File: src/rtl/lsu.sv
// RV32I load/store unit: decodes a memory-stage request, runs one req/ready
// bus access with byte-lane steering and load extension, reports done/fault.
//
// state    | meaning
// S_IDLE   | waiting for start; decode and latch request
// S_ACCESS | mem_req high until mem_ready or timeout
// S_DONE   | one-cycle done pulse, fault qualified by cause
module lsu #(
    parameter int unsigned MEM_TIMEOUT = 255
) (
    input  logic        clk,
    input  logic        rst,
    input  logic        start,
    input  logic        is_load,
    input  logic        is_store,
    input  logic [2:0]  funct3,
    input  logic [31:0] addr,
    input  logic [31:0] store_data,
    output logic        busy,
    output logic        done,
    output logic [31:0] load_data,
    output logic        fault,
    output logic [1:0]  fault_cause,
    output logic        mem_req,
    output logic        mem_we,
    output logic [31:0] mem_addr,
    output logic [31:0] mem_wdata,
    output logic [3:0]  mem_wstrb,
    input  logic        mem_ready,
    input  logic [31:0] mem_rdata
);
    typedef enum logic [1:0] {S_IDLE = 2'd0, S_ACCESS = 2'd1, S_DONE = 2'd2} state_t;

    state_t      state_q, state_d;
    logic [7:0]  cnt_q, cnt_d;
    logic [2:0]  funct3_q, funct3_d;
    logic [1:0]  off_q, off_d;
    logic        is_load_q, is_load_d;
    logic        mem_we_q, mem_we_d;
    logic [31:0] mem_addr_q, mem_addr_d;
    logic [31:0] mem_wdata_q, mem_wdata_d;
    logic [3:0]  mem_wstrb_q, mem_wstrb_d;
    logic [31:0] load_data_q, load_data_d;
    logic        fault_q, fault_d;
    logic [1:0]  cause_q, cause_d;

    logic        f3_legal, illegal, misaligned;
    logic [3:0]  st_wstrb;
    logic [31:0] st_wdata;
    logic [31:0] rd_shift, ld_ext;

    always_comb begin
        f3_legal = 1'b0;
        if (is_load) begin
            case (funct3)
                3'b000, 3'b001, 3'b010, 3'b100, 3'b101: f3_legal = 1'b1;
                default: f3_legal = 1'b0;
            endcase
        end else begin
            case (funct3)
                3'b000, 3'b001, 3'b010: f3_legal = 1'b1;
                default: f3_legal = 1'b0;
            endcase
        end
        illegal    = (is_load == is_store) || !f3_legal;
        misaligned = ((funct3[1:0] == 2'b01) && addr[0]) ||
                     ((funct3[1:0] == 2'b10) && (addr[1:0] != 2'b00));

        st_wstrb = 4'b1111;
        st_wdata = store_data;
        case (funct3[1:0])
            2'b00: begin
                st_wstrb = 4'b0001 << addr[1:0];
                st_wdata = {4{store_data[7:0]}};
            end
            2'b01: begin
                st_wstrb = 4'b0011 << addr[1:0];
                st_wdata = {2{store_data[15:0]}};
            end
            default: ;
        endcase
    end

    // Bring the addressed lane down to bit 0, then extend by access type.
    always_comb begin
        rd_shift = mem_rdata >> {off_q, 3'b000};
        case (funct3_q)
            3'b000:  ld_ext = {{24{rd_shift[7]}}, rd_shift[7:0]};
            3'b001:  ld_ext = {{16{rd_shift[15]}}, rd_shift[15:0]};
            3'b100:  ld_ext = {24'h0, rd_shift[7:0]};
            3'b101:  ld_ext = {16'h0, rd_shift[15:0]};
            default: ld_ext = mem_rdata;
        endcase
    end

    always_comb begin
        state_d     = state_q;
        cnt_d       = cnt_q;
        funct3_d    = funct3_q;
        off_d       = off_q;
        is_load_d   = is_load_q;
        mem_we_d    = mem_we_q;
        mem_addr_d  = mem_addr_q;
        mem_wdata_d = mem_wdata_q;
        mem_wstrb_d = mem_wstrb_q;
        load_data_d = load_data_q;
        fault_d     = fault_q;
        cause_d     = cause_q;

        case (state_q)
            S_IDLE: begin
                if (start) begin
                    if (illegal) begin
                        fault_d = 1'b1;
                        cause_d = 2'b10;
                        state_d = S_DONE;
                    end else if (misaligned) begin
                        fault_d = 1'b1;
                        cause_d = 2'b01;
                        state_d = S_DONE;
                    end else begin
                        fault_d     = 1'b0;
                        cause_d     = 2'b00;
                        cnt_d       = 8'd0;
                        funct3_d    = funct3;
                        off_d       = addr[1:0];
                        is_load_d   = is_load;
                        mem_we_d    = is_store;
                        mem_addr_d  = {addr[31:2], 2'b00};
                        mem_wstrb_d = is_store ? st_wstrb : 4'b0000;
                        mem_wdata_d = is_store ? st_wdata : mem_wdata_q;
                        state_d     = S_ACCESS;
                    end
                end
            end
            S_ACCESS: begin
                if (mem_ready) begin
                    if (is_load_q) begin
                        load_data_d = ld_ext;
                    end
                    state_d = S_DONE;
                end else begin
                    cnt_d = cnt_q + 8'd1;
                    if (cnt_d == 8'(MEM_TIMEOUT)) begin
                        fault_d = 1'b1;
                        cause_d = 2'b11;
                        state_d = S_DONE;
                    end
                end
            end
            S_DONE:  state_d = S_IDLE;
            default: state_d = S_IDLE;
        endcase
    end

    always_ff @(posedge clk) begin
        if (rst) begin
            state_q     <= S_IDLE;
            cnt_q       <= 8'd0;
            funct3_q    <= 3'b000;
            off_q       <= 2'b00;
            is_load_q   <= 1'b0;
            mem_we_q    <= 1'b0;
            mem_addr_q  <= 32'h0;
            mem_wdata_q <= 32'h0;
            mem_wstrb_q <= 4'b0000;
            load_data_q <= 32'h0;
            fault_q     <= 1'b0;
            cause_q     <= 2'b00;
        end else begin
            state_q     <= state_d;
            cnt_q       <= cnt_d;
            funct3_q    <= funct3_d;
            off_q       <= off_d;
            is_load_q   <= is_load_d;
            mem_we_q    <= mem_we_d;
            mem_addr_q  <= mem_addr_d;
            mem_wdata_q <= mem_wdata_d;
            mem_wstrb_q <= mem_wstrb_d;
            load_data_q <= load_data_d;
            fault_q     <= fault_d;
            cause_q     <= cause_d;
        end
    end

    assign busy        = (state_q != S_IDLE);
    assign done        = (state_q == S_DONE);
    assign fault       = done && fault_q;
    assign fault_cause = fault ? cause_q : 2'b00;
    assign mem_req     = (state_q == S_ACCESS);
    assign mem_we      = mem_we_q;
    assign mem_addr    = mem_addr_q;
    assign mem_wdata   = mem_wdata_q;
    assign mem_wstrb   = mem_wstrb_q;
    assign load_data   = load_data_q;

endmodule

File: config.mk
export PLATFORM = sky130hd
export DESIGN_NAME = lsu
export DESIGN_NICKNAME = d
export VERILOG_FILES = /design/src/rtl/lsu.sv
export SDC_FILE = /design/constraint.sdc
export NUM_CORES = 1
export LEC_CHECK = 0
export ABC_CLOCK_PERIOD_IN_PS = 3100
export CAP_MARGIN = 20
export CELL_PAD_IN_SITES_DETAIL_PLACEMENT = 1
export CELL_PAD_IN_SITES_GLOBAL_PLACEMENT = 1
export CORE_UTILIZATION = 35
export CTS_BUF_LIST = sky130_fd_sc_hd__clkbuf_2 sky130_fd_sc_hd__clkbuf_4 sky130_fd_sc_hd__clkbuf_8
export CTS_CLUSTER_SIZE = 30
export DETAILED_ROUTE_END_ITERATION = 7
export GPL_TIMING_DRIVEN = 0
export PLACE_DENSITY = 0.85
export SETUP_SLACK_MARGIN = 0.4
export SLEW_MARGIN = 5
export SYNTH_ARGS = -nofsm -noshare
export SYNTH_HDL_FRONTEND = slang
export SYNTH_SLANG_ARGS = --single-unit
export TNS_END_PERCENT = 30
File: constraint.sdc
create_clock -name clk -period 3.1 [get_ports clk]
set_clock_uncertainty 0.05 [all_clocks]
set_input_delay 0.62 -clock clk [delete_from_list [all_inputs] [get_ports clk]]
set_output_delay 0.62 -clock clk [all_outputs]
set_load 0.02 [all_outputs]
==> results.rst, run 1 <==
.. list-table::
   :header-rows: 1

   * - Metric
     - Value
   * - Sw Share
     - 28.9%
   * - Cells on worst reg2reg path
     - 7
   * - Part of the total power dissipated in the clock network
     - 38.1%
   * - Min cycle time layout
     - 2.59 ns
   * - DRC violation count after routing
     - 0
   * - # H-tree levels
     - 4
   * - DRC marker count from the first detailed-route iteration
     - 255
   * - Slew at the pin with the worst max-slew slack
     - 0.788 ns
   * - Diode insertion count for antenna repair
     - 0
   * - Hold path startpoint
     - mem_addr[29]
   * - Number of instances on the worst hold path
     - 2
   * - Crit path arrival time
     - 1.92 ns
   * - Synth area leaders
     - dfxtp_1 (42%), mux2i_1 (9.2%), nand2_1 (8.9%)
   * - Number of antenna violations at the first check in global routing
     - 1
   * - Post-synthesis sequential area ratio
     - 41.9%
   * - Startpoint type of the worst setup path
     - flop
   * - Placed inst area
     - 0.00797 mm2
   * - Overall die width
     - 129 um
   * - Count of state elements after synthesis
     - 118
   * - WL/cell
     - 18.3 um
   * - Total negative slack for setup checks
     - 0 ns
   * - Number of warning messages in the yosys log
     - 0
   * - Detailed-route wire length
     - 20700 um
   * - Status
     - finished, final reports clean
   * - Leak Pwr
     - 2.71 nW
   * - Most area-hungry cell type in the Yosys netlist
     - dfxtp_1
   * - First-pass GRT wire length
     - 31900 um
   * - Number of failing hold endpoints at the final stage
     - 0
   * - Die outline height
     - 129 um
   * - Peak supply drop
     - 0.000238 V
   * - Max-Slew Margin vs Limit
     - 47.5%
   * - Clk Tree Root Cell
     - clkbuf_8
   * - Number of maximum-capacitance constraint violations
     - 0
   * - Vias
     - 5849
   * - Combinational Power Share
     - 15.2%
   * - Worst Hold End
     - mem_addr[29]
   * - P&R area growth vs syn
     - 47.8%
   * - Register-to-register path setup slack
     - 0.60 ns
   * - Power density over the cells
     - 402 mW/mm2
   * - Setup repair after global routing missed its margin
     - yes
   * - Hold WC Path Type
     - flop to flop
   * - Capture point of the worst reg-to-reg path
     - state_q[1]
   * - Pin count of the biggest net entering global routing
     - 17
   * - Port Buf Inserts
     - 206
   * - Net total in the final layout
     - 1009
   * - Share of the clock period used by the worst path after layout
     - 83.6%
   * - Effective utilization at floorplan
     - 35.6%
   * - Post-DR vias/cell
     - 5.17
   * - Iteration count of the initial detailed-routing pass
     - 4
   * - Unique cell type count in the Yosys netlist
     - 49
   * - Area of the core
     - 0.0158 mm2
   * - Number of buffers created by CTS
     - 17
   * - Hold WS
     - 0.405 ns
   * - Insertion delay of the later-clocked pin in the worst-skew pair
     - 0.45 ns
   * - Final std cells w/o fill
     - 1131
   * - Internal power component
     - 2.38 mW
   * - Share of final-layout standard cells stronger than drive strength 1
     - 10.3%
   * - Post-Synthesis Mean Instance Area
     - 8.34 um2
   * - Final global-route overflow total
     - 0
   * - Worst Path Class, Setup
     - flop to output port
   * - Clock transition at path regs
     - 0.07 ns
   * - Endpoint type of the worst setup path
     - output port
   * - Utilization of the core after routing
     - 52.7%
   * - Largest fanout on the critical path
     - 5
   * - Sinks on Clock Net
     - 118
   * - Setup-failing EPs final
     - 0
   * - Top-area cell type share of the netlist area
     - 41.9%
   * - Fill cell total of the finished layout
     - 1905
   * - Number of global-route vias before repair
     - 5757
   * - Gpl congestion
     - 0.859
   * - Required time of the worst setup path
     - 2.43 ns
   * - Combined area of all synthesized cells
     - 0.00564 mm2
   * - Count of pins over their slew limit
     - 0
   * - CTS tree
     - yes
   * - Die area
     - 0.0166 mm2
   * - Number of placed instances, taps included
     - 1099
   * - Post-synthesis instance total
     - 676
   * - Area of all placed cells without fillers
     - 0.00834 mm2
   * - Number of placement rows
     - 46
   * - Count of flip-flops with a built-in enable after synthesis
     - 0
   * - Switching component of the power
     - 967 uW
   * - Post-DRT Antenna Nets
     - 0
   * - Overall track demand over capacity in global routing
     - 25.2%
   * - HPWL after detailed placement
     - 15600 um
   * - Number of primary I/O pins
     - 212
   * - Most common flop cell mapped by yosys
     - dfxtp_1
   * - Reg-to-reg startpoint
     - cnt_q[0]
   * - Largest buffer count on any clock path
     - 2
   * - Seq pwr share
     - 46.7%
   * - Max Freq
     - 386 MHz
   * - Ys async rst share
     - 0%
## per-layer routing
layer / routed length [um] / vias to the layer above / GRT usage, %
met1: 9010 / 2816 / 30.3
li1: - / 2802 / -
met4: 400 / 2 / 9.20
met3: 1470 / 29 / 8.15
met2: 9840 / 200 / 41.9
met5: 17 / - / 0
## synth_stat cells (all sizes together) (8+ instances only)
| library cell | instances |
|---|---|
| a211oi | 39 |
| clkbuf | 36 |
| nand2 | 135 |
| nor2 | 87 |
| a311oi | 9 |
| a21oi | 68 |
| mux2i | 52 |
| dfxtp | 118 |
| buf | 19 |
| nand3 | 8 |
| o21ai | 30 |
## layout by cell type (no fill, tap or decap), types with 7 or more instances in the layout
cell type and n:
clkdlybuf4s50_1 206, o21ai_0 29, buf_6 7, nand2_1 134
nor2_2 9, clkbuf_8 19, clkbuf_1 35, mux2i_1 52
a211oi_2 20, a22oi_1 7, nand3_1 8, a21oi_1 67
a211oi_1 19, a311oi_2 8, nor2_1 78, o221ai_1 7
dfxtp_1 118
## worst max path at each step
stage	start	end	slack [ns]	depth (start not counted)
after floorplan	funct3[1]	mem_wdata[15]	0.84	7
after global placement	is_store	funct3_q[0]	-0.02	7
after detailed placement	is_store	funct3_q[1]	-0.04	7
after CTS	is_store	funct3_q[1]	0.45	7
after global routing	cnt_q[0]	state_q[1]	0.40	7
final	state_q[1]	fault_cause[0]	0.51	3
## state kept, by name, summed over array words and instances (netlist names)
signal and flops:
funct3_q 3, is_load_q 1, mem_we 1, mem_wstrb 4, mem_addr 30, cause_q 2
off_q 2, load_data 32, cnt_q 8, state_q 2, mem_wdata 32, fault_q 1
## worst max-delay path: stages, from the launching register on
cell,delay [ns]
dfxtp_1,0.42
nor2b_1,0.25
and3_1,0.20
clkdlybuf4s50_1,0.60
## cell type report
class | count | area [um2] | area share [%]
Multi-Input combinational cell | 498 | 2990 | 35.8
Buffer | 55 | 282 | 3.38
Clock inverter | 12 | 81.3 | 0.976
Sequential cell | 118 | 2360 | 28.3
Timing Repair Buffer | 206 | 2060 | 24.7
Inverter | 6 | 23.8 | 0.285
Tap cell | 216 | 270 | 3.24
Clock buffer | 20 | 269 | 3.23
## logic make-up (layout without fill, tap and decap cells)
logic type	Yosys count	after routing	share of synthesized area (%)
compound gates	181	181	23.1
flops	118	118	41.9
fa+ha+maj	2	2	0.444
buf+inv	61	299	5.37
mux	53	53	9.63
simple gates	257	257	19.0
other cells	1	2	0.0665
xor+xnor	3	3	0.466
## through the flow
stage	total power, mW	setup WS, ns
CTS	3.38	0.454
detailed placement	2.11	-0.0439
global placement	2.10	-0.0157
finish	3.35	0.508
floorplan	1.83	0.838
global route	3.48	0.399
## repair_timing
item / 4_1_cts / 5_1_grt
endpoints found under the setup margin: 1 / 11
buffers inserted: 0 / 0
hold buffers: 0 / 0
resized for setup: 1 / 5
gates cloned: 0 / 0
pin swaps: 0 / 0
## power by group through the flow
| stage | Sequential, mW | Clock, mW | Combinational [mW] |
|---|---|---|---|
| global placement | 1.60 | 0 | 0.497 |
| floorplan | 1.62 | 0 | 0.203 |
| global route | 1.57 | 1.37 | 0.545 |
| CTS | 1.57 | 1.30 | 0.509 |
| finish | 1.57 | 1.28 | 0.510 |
| detailed placement | 1.60 | 0 | 0.506 |
No activity file was read; power rests on OpenSTA's default activity.
==> inputs of run 2 (changes only) <==
ABC_CLOCK_PERIOD_IN_PS = 2400   (was 3100)
CORE_UTILIZATION = 33   (was 35)
PLACE_DENSITY = 0.81   (was 0.85)
clock period = 2.4 ns   (was 3.1 ns; I/O delays follow)
==> results.rst, run 2 (synthesis results as in run 1) <==
.. list-table::
   :header-rows: 1

   * - Metric
     - Value
   * - Power density over the cells
     - 517 mW/mm2 (was 402 mW/mm2)
   * - Category of cells accounting for the largest share of critical-path delay
     - buffers and inverters (unchanged)
   * - Chain of cells forming the critical path
     - clkdlybuf4s50_1 -> inv_1 -> o21a_1 -> o211ai_1 -> buf_2 -> buf_4 -> nand2_1 -> a21oi_1 (was nor2b_1 -> and3_1 -> clkdlybuf4s50_1)
   * - Port Buf Inserts
     - 206 (unchanged)
   * - Sinks on Clock Net
     - 118 (unchanged)
   * - Register-to-register path setup slack
     - 0.41 ns (was 0.60 ns)
   * - Placed inst area
     - 0.00799 mm2 (was 0.00797 mm2)
   * - Number of buffers created by CTS
     - 17 (unchanged)
   * - Max Freq
     - 485 MHz
   * - Detailed-route wire length
     - 21800 um (was 20700 um)
   * - Share of final-layout standard cells stronger than drive strength 1
     - 15.1% (was 10.3%)
   * - Number of buffers inserted for hold repair after clock tree synthesis
     - 0 (unchanged)
   * - Final global-route overflow total
     - 0 (unchanged)
   * - Min cycle time layout
     - 2.06 ns
   * - Crit-path slowest cell
     - clkdlybuf4s50_1 (unchanged)
   * - Status
     - finished, final reports clean (unchanged)
   * - Crit path buffers/inverters
     - 4 (was 1)
   * - Total negative slack for setup checks
     - 0 ns (unchanged)
   * - Slew at the pin with the worst max-slew slack
     - 0.835 ns (was 0.788 ns)
   * - Count of pins over their slew limit
     - 0 (unchanged)
   * - Iteration count of the initial detailed-routing pass
     - 5 (was 4)
   * - Net total in the final layout
     - 1024 (was 1009)
   * - Share of the clock period used by the worst path after layout
     - 86.0%
   * - Setup crit end
     - funct3_q[1] (was fault_cause[0])
   * - Overall track demand over capacity in global routing
     - 24.3% (was 25.2%)
   * - Post-DRT Antenna Nets
     - 0 (unchanged)
   * - Most common cell after layout, fill and taps aside
     - clkdlybuf4s50_1 (unchanged)
   * - Max-Slew Margin vs Limit
     - 44.4% (was 47.5%)
   * - Number of placement rows
     - 47 (was 46)
   * - Largest stage delay, worst path
     - 0.60 ns (about the same)
   * - Worst setup path start
     - addr[0] (was state_q[1])
   * - Clk Tree Root Cell
     - clkbuf_8 (unchanged)
   * - Number of primary I/O pins
     - 212 (unchanged)
   * - Highest-count cells in the layout ignoring fill and taps
     - clkdlybuf4s50_1 (197), nand2_1 (133), dfxtp_1 (114), nor2_1 (76), a21oi_1 (67) (was clkdlybuf4s50_1 (206), nand2_1 (134), dfxtp_1 (118), nor2_1 (78), a21oi_1 (67))
   * - # H-tree levels
     - 4 (unchanged)
   * - Worst Path Class, Setup
     - input port to flop (was flop to output port)
   * - Endpoint type of the worst setup path
     - flop (was output port)
   * - Number of maximum-capacitance constraint violations
     - 0 (unchanged)
   * - Vias
     - 5905 (was 5849)
   * - Cells on worst reg2reg path
     - 8 (was 7)
   * - Utilization of the core after routing
     - 52.7% (about the same)
   * - Crit path arrival time
     - 2.38 ns (was 1.92 ns)
   * - Capture point of the worst reg-to-reg path
     - load_data[29] (was state_q[1])
   * - Fill cell total of the finished layout
     - 1955 (was 1905)
   * - Setup repair after global routing missed its margin
     - yes (unchanged)
   * - Pin count of the biggest net entering global routing
     - 17 (unchanged)
   * - Area of all placed cells without fillers
     - 0.00877 mm2 (was 0.00834 mm2)
   * - Largest fanout on the critical path
     - 10 (was 5)
   * - Power after layout
     - 4.54 mW (was 3.35 mW)
   * - Number of antenna violations at the first check in global routing
     - 2 (was 1)
   * - Area of the core
     - 0.0166 mm2 (was 0.0158 mm2)
   * - Insertion delay of the later-clocked pin in the worst-skew pair
     - 0.45 ns (about the same)
   * - P&R area growth vs syn
     - 55.5% (was 47.8%)
   * - Gpl congestion
     - 0.847 (was 0.859)
   * - Peak supply drop
     - 0.000374 V (was 0.000238 V)
   * - First-pass GRT wire length
     - 33000 um (was 31900 um)
   * - WL/cell
     - 18.9 um (was 18.3 um)
   * - Reg-to-reg startpoint
     - off_q[0] (was cnt_q[0])
   * - Effective utilization at floorplan
     - 33.9% (was 35.6%)
   * - Hold WC Path Type
     - flop to flop (unchanged)
   * - Die outline height
     - 133 um (was 129 um)
   * - Startpoint type of the worst setup path
     - input port (was flop)
   * - Overall die width
     - 133 um (was 129 um)
   * - CTS tree
     - yes (unchanged)
   * - DRC violation count after routing
     - 0 (unchanged)
   * - Number of failing hold endpoints at the final stage
     - 0 (unchanged)
   * - Post-DR vias/cell
     - 5.13 (was 5.17)
   * - Clock transition at path regs
     - 0.07 ns (about the same)
   * - Required time of the worst setup path
     - 2.72 ns (was 2.43 ns)
   * - Setup-failing EPs final
     - 0 (unchanged)
   * - Leak Pwr
     - 2.94 nW (was 2.71 nW)
   * - Number of global-route vias before repair
     - 6119 (was 5757)
   * - Die area
     - 0.0176 mm2 (was 0.0166 mm2)
   * - HPWL after detailed placement
     - 15400 um (was 15600 um)
   * - Largest buffer count on any clock path
     - 2 (unchanged)
   * - Hold WS
     - 0.403 ns (was 0.405 ns)
   * - Count of cell instances traversed by the critical path
     - 8 (was 3)
   * - DRC marker count from the first detailed-route iteration
     - 279 (was 255)
==> run 2: cell count changes in the layout (fill, tap and decap cells not counted), moves of 4 or more <==
cell             delta
clkbuf_16           +4
clkbuf_4            +6
clkinv_2            -4
clkinvlp_4          -4
clkdlybuf4s50_1     -9
clkbuf_8            +4
buf_4               +9
clkbuf_1           -11
clkbuf_2            +8
dfxtp_1             -4
==> run 2: cell type report <==
type	count	area, um2	area share (%)
multi-input combinational	498	3090	35.3
sequential	118	2370	27.1
timing repair buffer	221	2240	25.6
buffer	55	370	4.22
clock buffer	27	347	3.95
tap	220	275	3.14
clock inverter	3	40.0	0.457
inverter	6	25.0	0.285
antenna	2	5.00	0.0571
==> run 2: how the worst min path moves through the flow <==
stage,startpoint,to,depth (start not counted)
floorplan,funct3_q[0],funct3_q[0],2
finish,load_data[4],load_data[4],2
CTS,load_data[4],load_data[4],2
detailed placement,load_data[4],load_data[4],2
global route,load_data[4],load_data[4],2
global placement,load_data[3],load_data[3],2
==> run 2: timing repair <==
item	in CTS	in global routing
setup endpoints to repair	132	134
pin swaps	5	7
cloned	0	3
gates resized for setup	48	37
buffers inserted	8	4
==> run 2: where the power goes <==
part | switching, mW | internal, mW | total [mW]
logic | 0.362 | 0.335 | 0.697
clock network | 0.800 | 1.02 | 1.82
registers | 0.0270 | 2.00 | 2.02
==> run 2: tightest hold or removal path, delay by kind of cell, from the launching register on <==
kind	cells	cell delay, ns
AO/OA/AOI/OAI	1	0.05
flip-flops	1	0.31
AND/OR/NAND/NOR	1	0.05
==> run 2: layer usage <==
| layer | vias up | share of wire [%] | GRT usage [%] |
|---|---|---|---|
| li1 | 2839 | - | - |
| met1 | 2829 | 43 | 28.9 |
| met2 | 195 | 47 | 38.6 |
| met3 | 42 | 7.2 | 8.74 |
| met4 | 0 | 2.9 | 11.9 |
| met5 | - | 0 | 0 |
==> run 2: stage by stage <==
stage,std cells,setup slack (ns)
2_1_floorplan,677,0.304
3_3_place_gp,1103,-0.528
3_5_place_dp,1103,-0.586
4_1_cts,1141,0.212
5_1_grt,1150,0.208
6_report,1150,0.336
==> inputs of run 3 (changes only) <==
ABC_CLOCK_PERIOD_IN_PS = 1700   (was 2400)
CORE_MARGIN = 2   (was default)
CORE_UTILIZATION = 30   (was 33)
PLACE_DENSITY = 0.77   (was 0.81)
clock period = 1.7 ns   (was 2.4 ns; I/O delays follow)
==> results.rst, run 3 (synthesis results as in run 1) <==
.. list-table::
   :header-rows: 1

   * - Metric
     - Value
   * - Max-Slew Margin vs Limit
     - 43.7% (was 44.4%)
   * - Failing checks
     - negative setup slack
   * - Area of the core
     - 0.0186 mm2 (was 0.0166 mm2)
   * - P&R area growth vs syn
     - 73.9% (was 55.5%)
   * - Setup-failing EPs final
     - 97 (was 0)
   * - HPWL after detailed placement
     - 16200 um (was 15400 um)
   * - Post-layout worst setup margin
     - -0.309 ns (was 0.336 ns)
   * - Share of final-layout standard cells stronger than drive strength 1
     - 41.6% (was 15.1%)
   * - Power density over the cells
     - 660 mW/mm2 (was 517 mW/mm2)
   * - Highest-count cells in the layout ignoring fill and taps
     - nand2_1 (117), clkdlybuf4s50_1 (96), buf_4 (81), dfxtp_1 (78), nor2_1 (73) (was clkdlybuf4s50_1 (197), nand2_1 (133), dfxtp_1 (114), nor2_1 (76), a21oi_1 (67))
   * - Number of buffers created by CTS
     - 17 (unchanged)
   * - Required time of the worst setup path
     - 1.95 ns (was 2.72 ns)
   * - Net total in the final layout
     - 1065 (was 1024)
   * - Iteration count of the initial detailed-routing pass
     - 4 (was 5)
   * - Insertion delay of the later-clocked pin in the worst-skew pair
     - 0.44 ns (was 0.45 ns)
   * - First-pass GRT wire length
     - 36000 um (was 33000 um)
   * - Sinks on Clock Net
     - 118 (unchanged)
   * - Number of placed instances, taps included
     - 1117 (was 1103)
   * - Endpoint type of the worst setup path
     - flop (unchanged)
   * - Effective utilization at floorplan
     - 30.3% (was 33.9%)
   * - Peak supply drop
     - 0.000486 V (was 0.000374 V)
   * - Count of pins over their slew limit
     - 0 (unchanged)
   * - Chain of cells forming the critical path
     - buf_6 -> buf_12 -> buf_4 -> buf_8 -> buf_6 -> buf_12 -> buf_16 -> mux2i_1 -> a21oi_1 -> o221ai_1 -> a21oi_1 (was clkdlybuf4s50_1 -> inv_1 -> o21a_1 -> o211ai_1 -> buf_2 -> buf_4 -> nand2_1 -> a21oi_1)
   * - Crit path arrival time
     - 2.26 ns (was 2.38 ns)
   * - Pin count of the biggest net entering global routing
     - 17 (unchanged)
   * - Number of failing hold endpoints at the final stage
     - 0 (unchanged)
   * - Number of antenna violations at the first check in global routing
     - 2 (unchanged)
   * - Setup repair after global routing missed its margin
     - yes (unchanged)
   * - Largest buffer count on any clock path
     - 2 (unchanged)
   * - Crit path buffers/inverters
     - 7 (was 4)
   * - Hold WS
     - 0.178 ns (was 0.403 ns)
   * - Post-DRT Antenna Nets
     - 0 (unchanged)
   * - Largest stage delay, worst path
     - 0.33 ns (was 0.60 ns)
   * - Min cycle time layout
     - 2.01 ns
   * - Utilization of the core after routing
     - 52.8% (was 52.7%)
   * - Max Freq
     - 498 MHz
   * - Startpoint type of the worst setup path
     - flop (was input port)
   * - Most common cell after layout, fill and taps aside
     - nand2_1 (was clkdlybuf4s50_1)
   * - Worst Path Class, Setup
     - flop to flop (was input port to flop)
   * - Die area
     - 0.0199 mm2 (was 0.0176 mm2)
   * - Hold WC Path Type
     - input port to flop (was flop to flop)
   * - Largest fanout on the critical path
     - 5 (was 10)
   * - Overall die width
     - 141 um (was 133 um)
   * - Status
     - finished with violations (was finished, final reports clean)
   * - Slew at the pin with the worst max-slew slack
     - 0.845 ns (was 0.835 ns)
   * - Clk Tree Root Cell
     - clkbuf_8 (unchanged)
   * - Post-DR vias/cell
     - 5.20 (was 5.13)
   * - Detailed-route wire length
     - 25300 um (was 21800 um)
   * - Power after layout
     - 6.47 mW (was 4.54 mW)
   * - Number of maximum-capacitance constraint violations
     - 0 (unchanged)
   * - Number of global-route vias before repair
     - 6391 (was 6119)
   * - Leak Pwr
     - 3.62 nW (was 2.94 nW)
   * - # H-tree levels
     - 4 (unchanged)
   * - WL/cell
     - 21.0 um (was 18.9 um)
   * - DRC marker count from the first detailed-route iteration
     - 210 (was 279)
   * - Number of placement rows
     - 50 (was 47)
   * - Crit-path slowest cell
     - dfxtp_2 (was clkdlybuf4s50_1)
   * - Port Buf Inserts
     - 206 (unchanged)
   * - CTS tree
     - yes (unchanged)
   * - DRC violation count after routing
     - 0 (unchanged)
   * - Final std cells w/o fill
     - 1205 (was 1150)
   * - Gpl congestion
     - 0.851 (was 0.847)
   * - Share of the clock period used by the worst path after layout
     - 118%
   * - Final global-route overflow total
     - 0 (unchanged)
   * - Category of cells accounting for the largest share of critical-path delay
     - buffers and inverters (unchanged)
   * - Overall track demand over capacity in global routing
     - 23.4% (was 24.3%)
   * - Vias
     - 6263 (was 5905)
   * - Number of primary I/O pins
     - 212 (unchanged)
   * - Die outline height
     - 141 um (was 133 um)
   * - Clock transition at path regs
     - 0.08 ns (was 0.07 ns)
   * - Total negative slack for setup checks
     - -9.34 ns (was 0 ns)
==> run 3: path summary, 6_finish.rpt <==
path              slack (ns)  cells past startpoint    startpoint      endpoint
setup / recovery       -0.31                     11      off_q[0]  load_data[0]
hold / removal          0.18                      3     funct3[2]   funct3_q[2]
setup reg to reg       -0.31                     11      off_q[0]  load_data[0]
hold reg to reg         0.41                      2  mem_addr[22]  mem_addr[22]
==> run 3: area by class of cell <==
type | count | area [um2]
fill | 2111 | 8770
multi-input combinational | 498 | 3490
timing repair buffer | 262 | 2660
sequential | 118 | 2420
buffer | 55 | 542
tap | 234 | 293
clock buffer | 19 | 249
clock inverter | 12 | 106
inverter | 6 | 30.0
antenna | 1 | 2.50
==> run 3: metal layers <==
metal	wire length [um]	vias to the layer above	track usage, %
met3	2040	49	8.02
met1	9990	3039	27.5
met4	728	2	6.16
met5	13	-	0
met2	12500	255	40.5
li1	-	2918	-
==> run 3: worst reg2reg max path, delay by kind of cell (launching register included) <==
kind / cells / cell delay (ns)
buffers and inverters: 7 / 0.86
AOI/OAI and AO/OA: 3 / 0.47
DFF: 1 / 0.33
muxes: 1 / 0.17
==> run 3: timing repair <==
action | in CTS | in global routing
buffers inserted | 32 | 12
hold buffers | 0 | 0
gates resized for setup | 676 | 172
endpoints found under the setup margin | 223 | 223
pin swaps | 52 | 40
cloned | 9 | 3
endpoints found under the hold margin | 0 | 0
==> run 3: stage by stage <==
step	worst slack (ns)	cell area [um2]
CTS	-0.295	9330
floorplan	-0.256	5700
global route	-0.313	9800
detailed placement	-1.07	8060
global placement	-1.04	8060
finish	-0.309	9810
==> run 3: report_power, final <==
part	leakage (nW)	switching, mW	internal [mW]
Clock	0.171	1.27	1.17
Combinational	2.47	0.588	0.573
Sequential	0.975	0.0453	2.82
Total	3.62	1.91	4.56
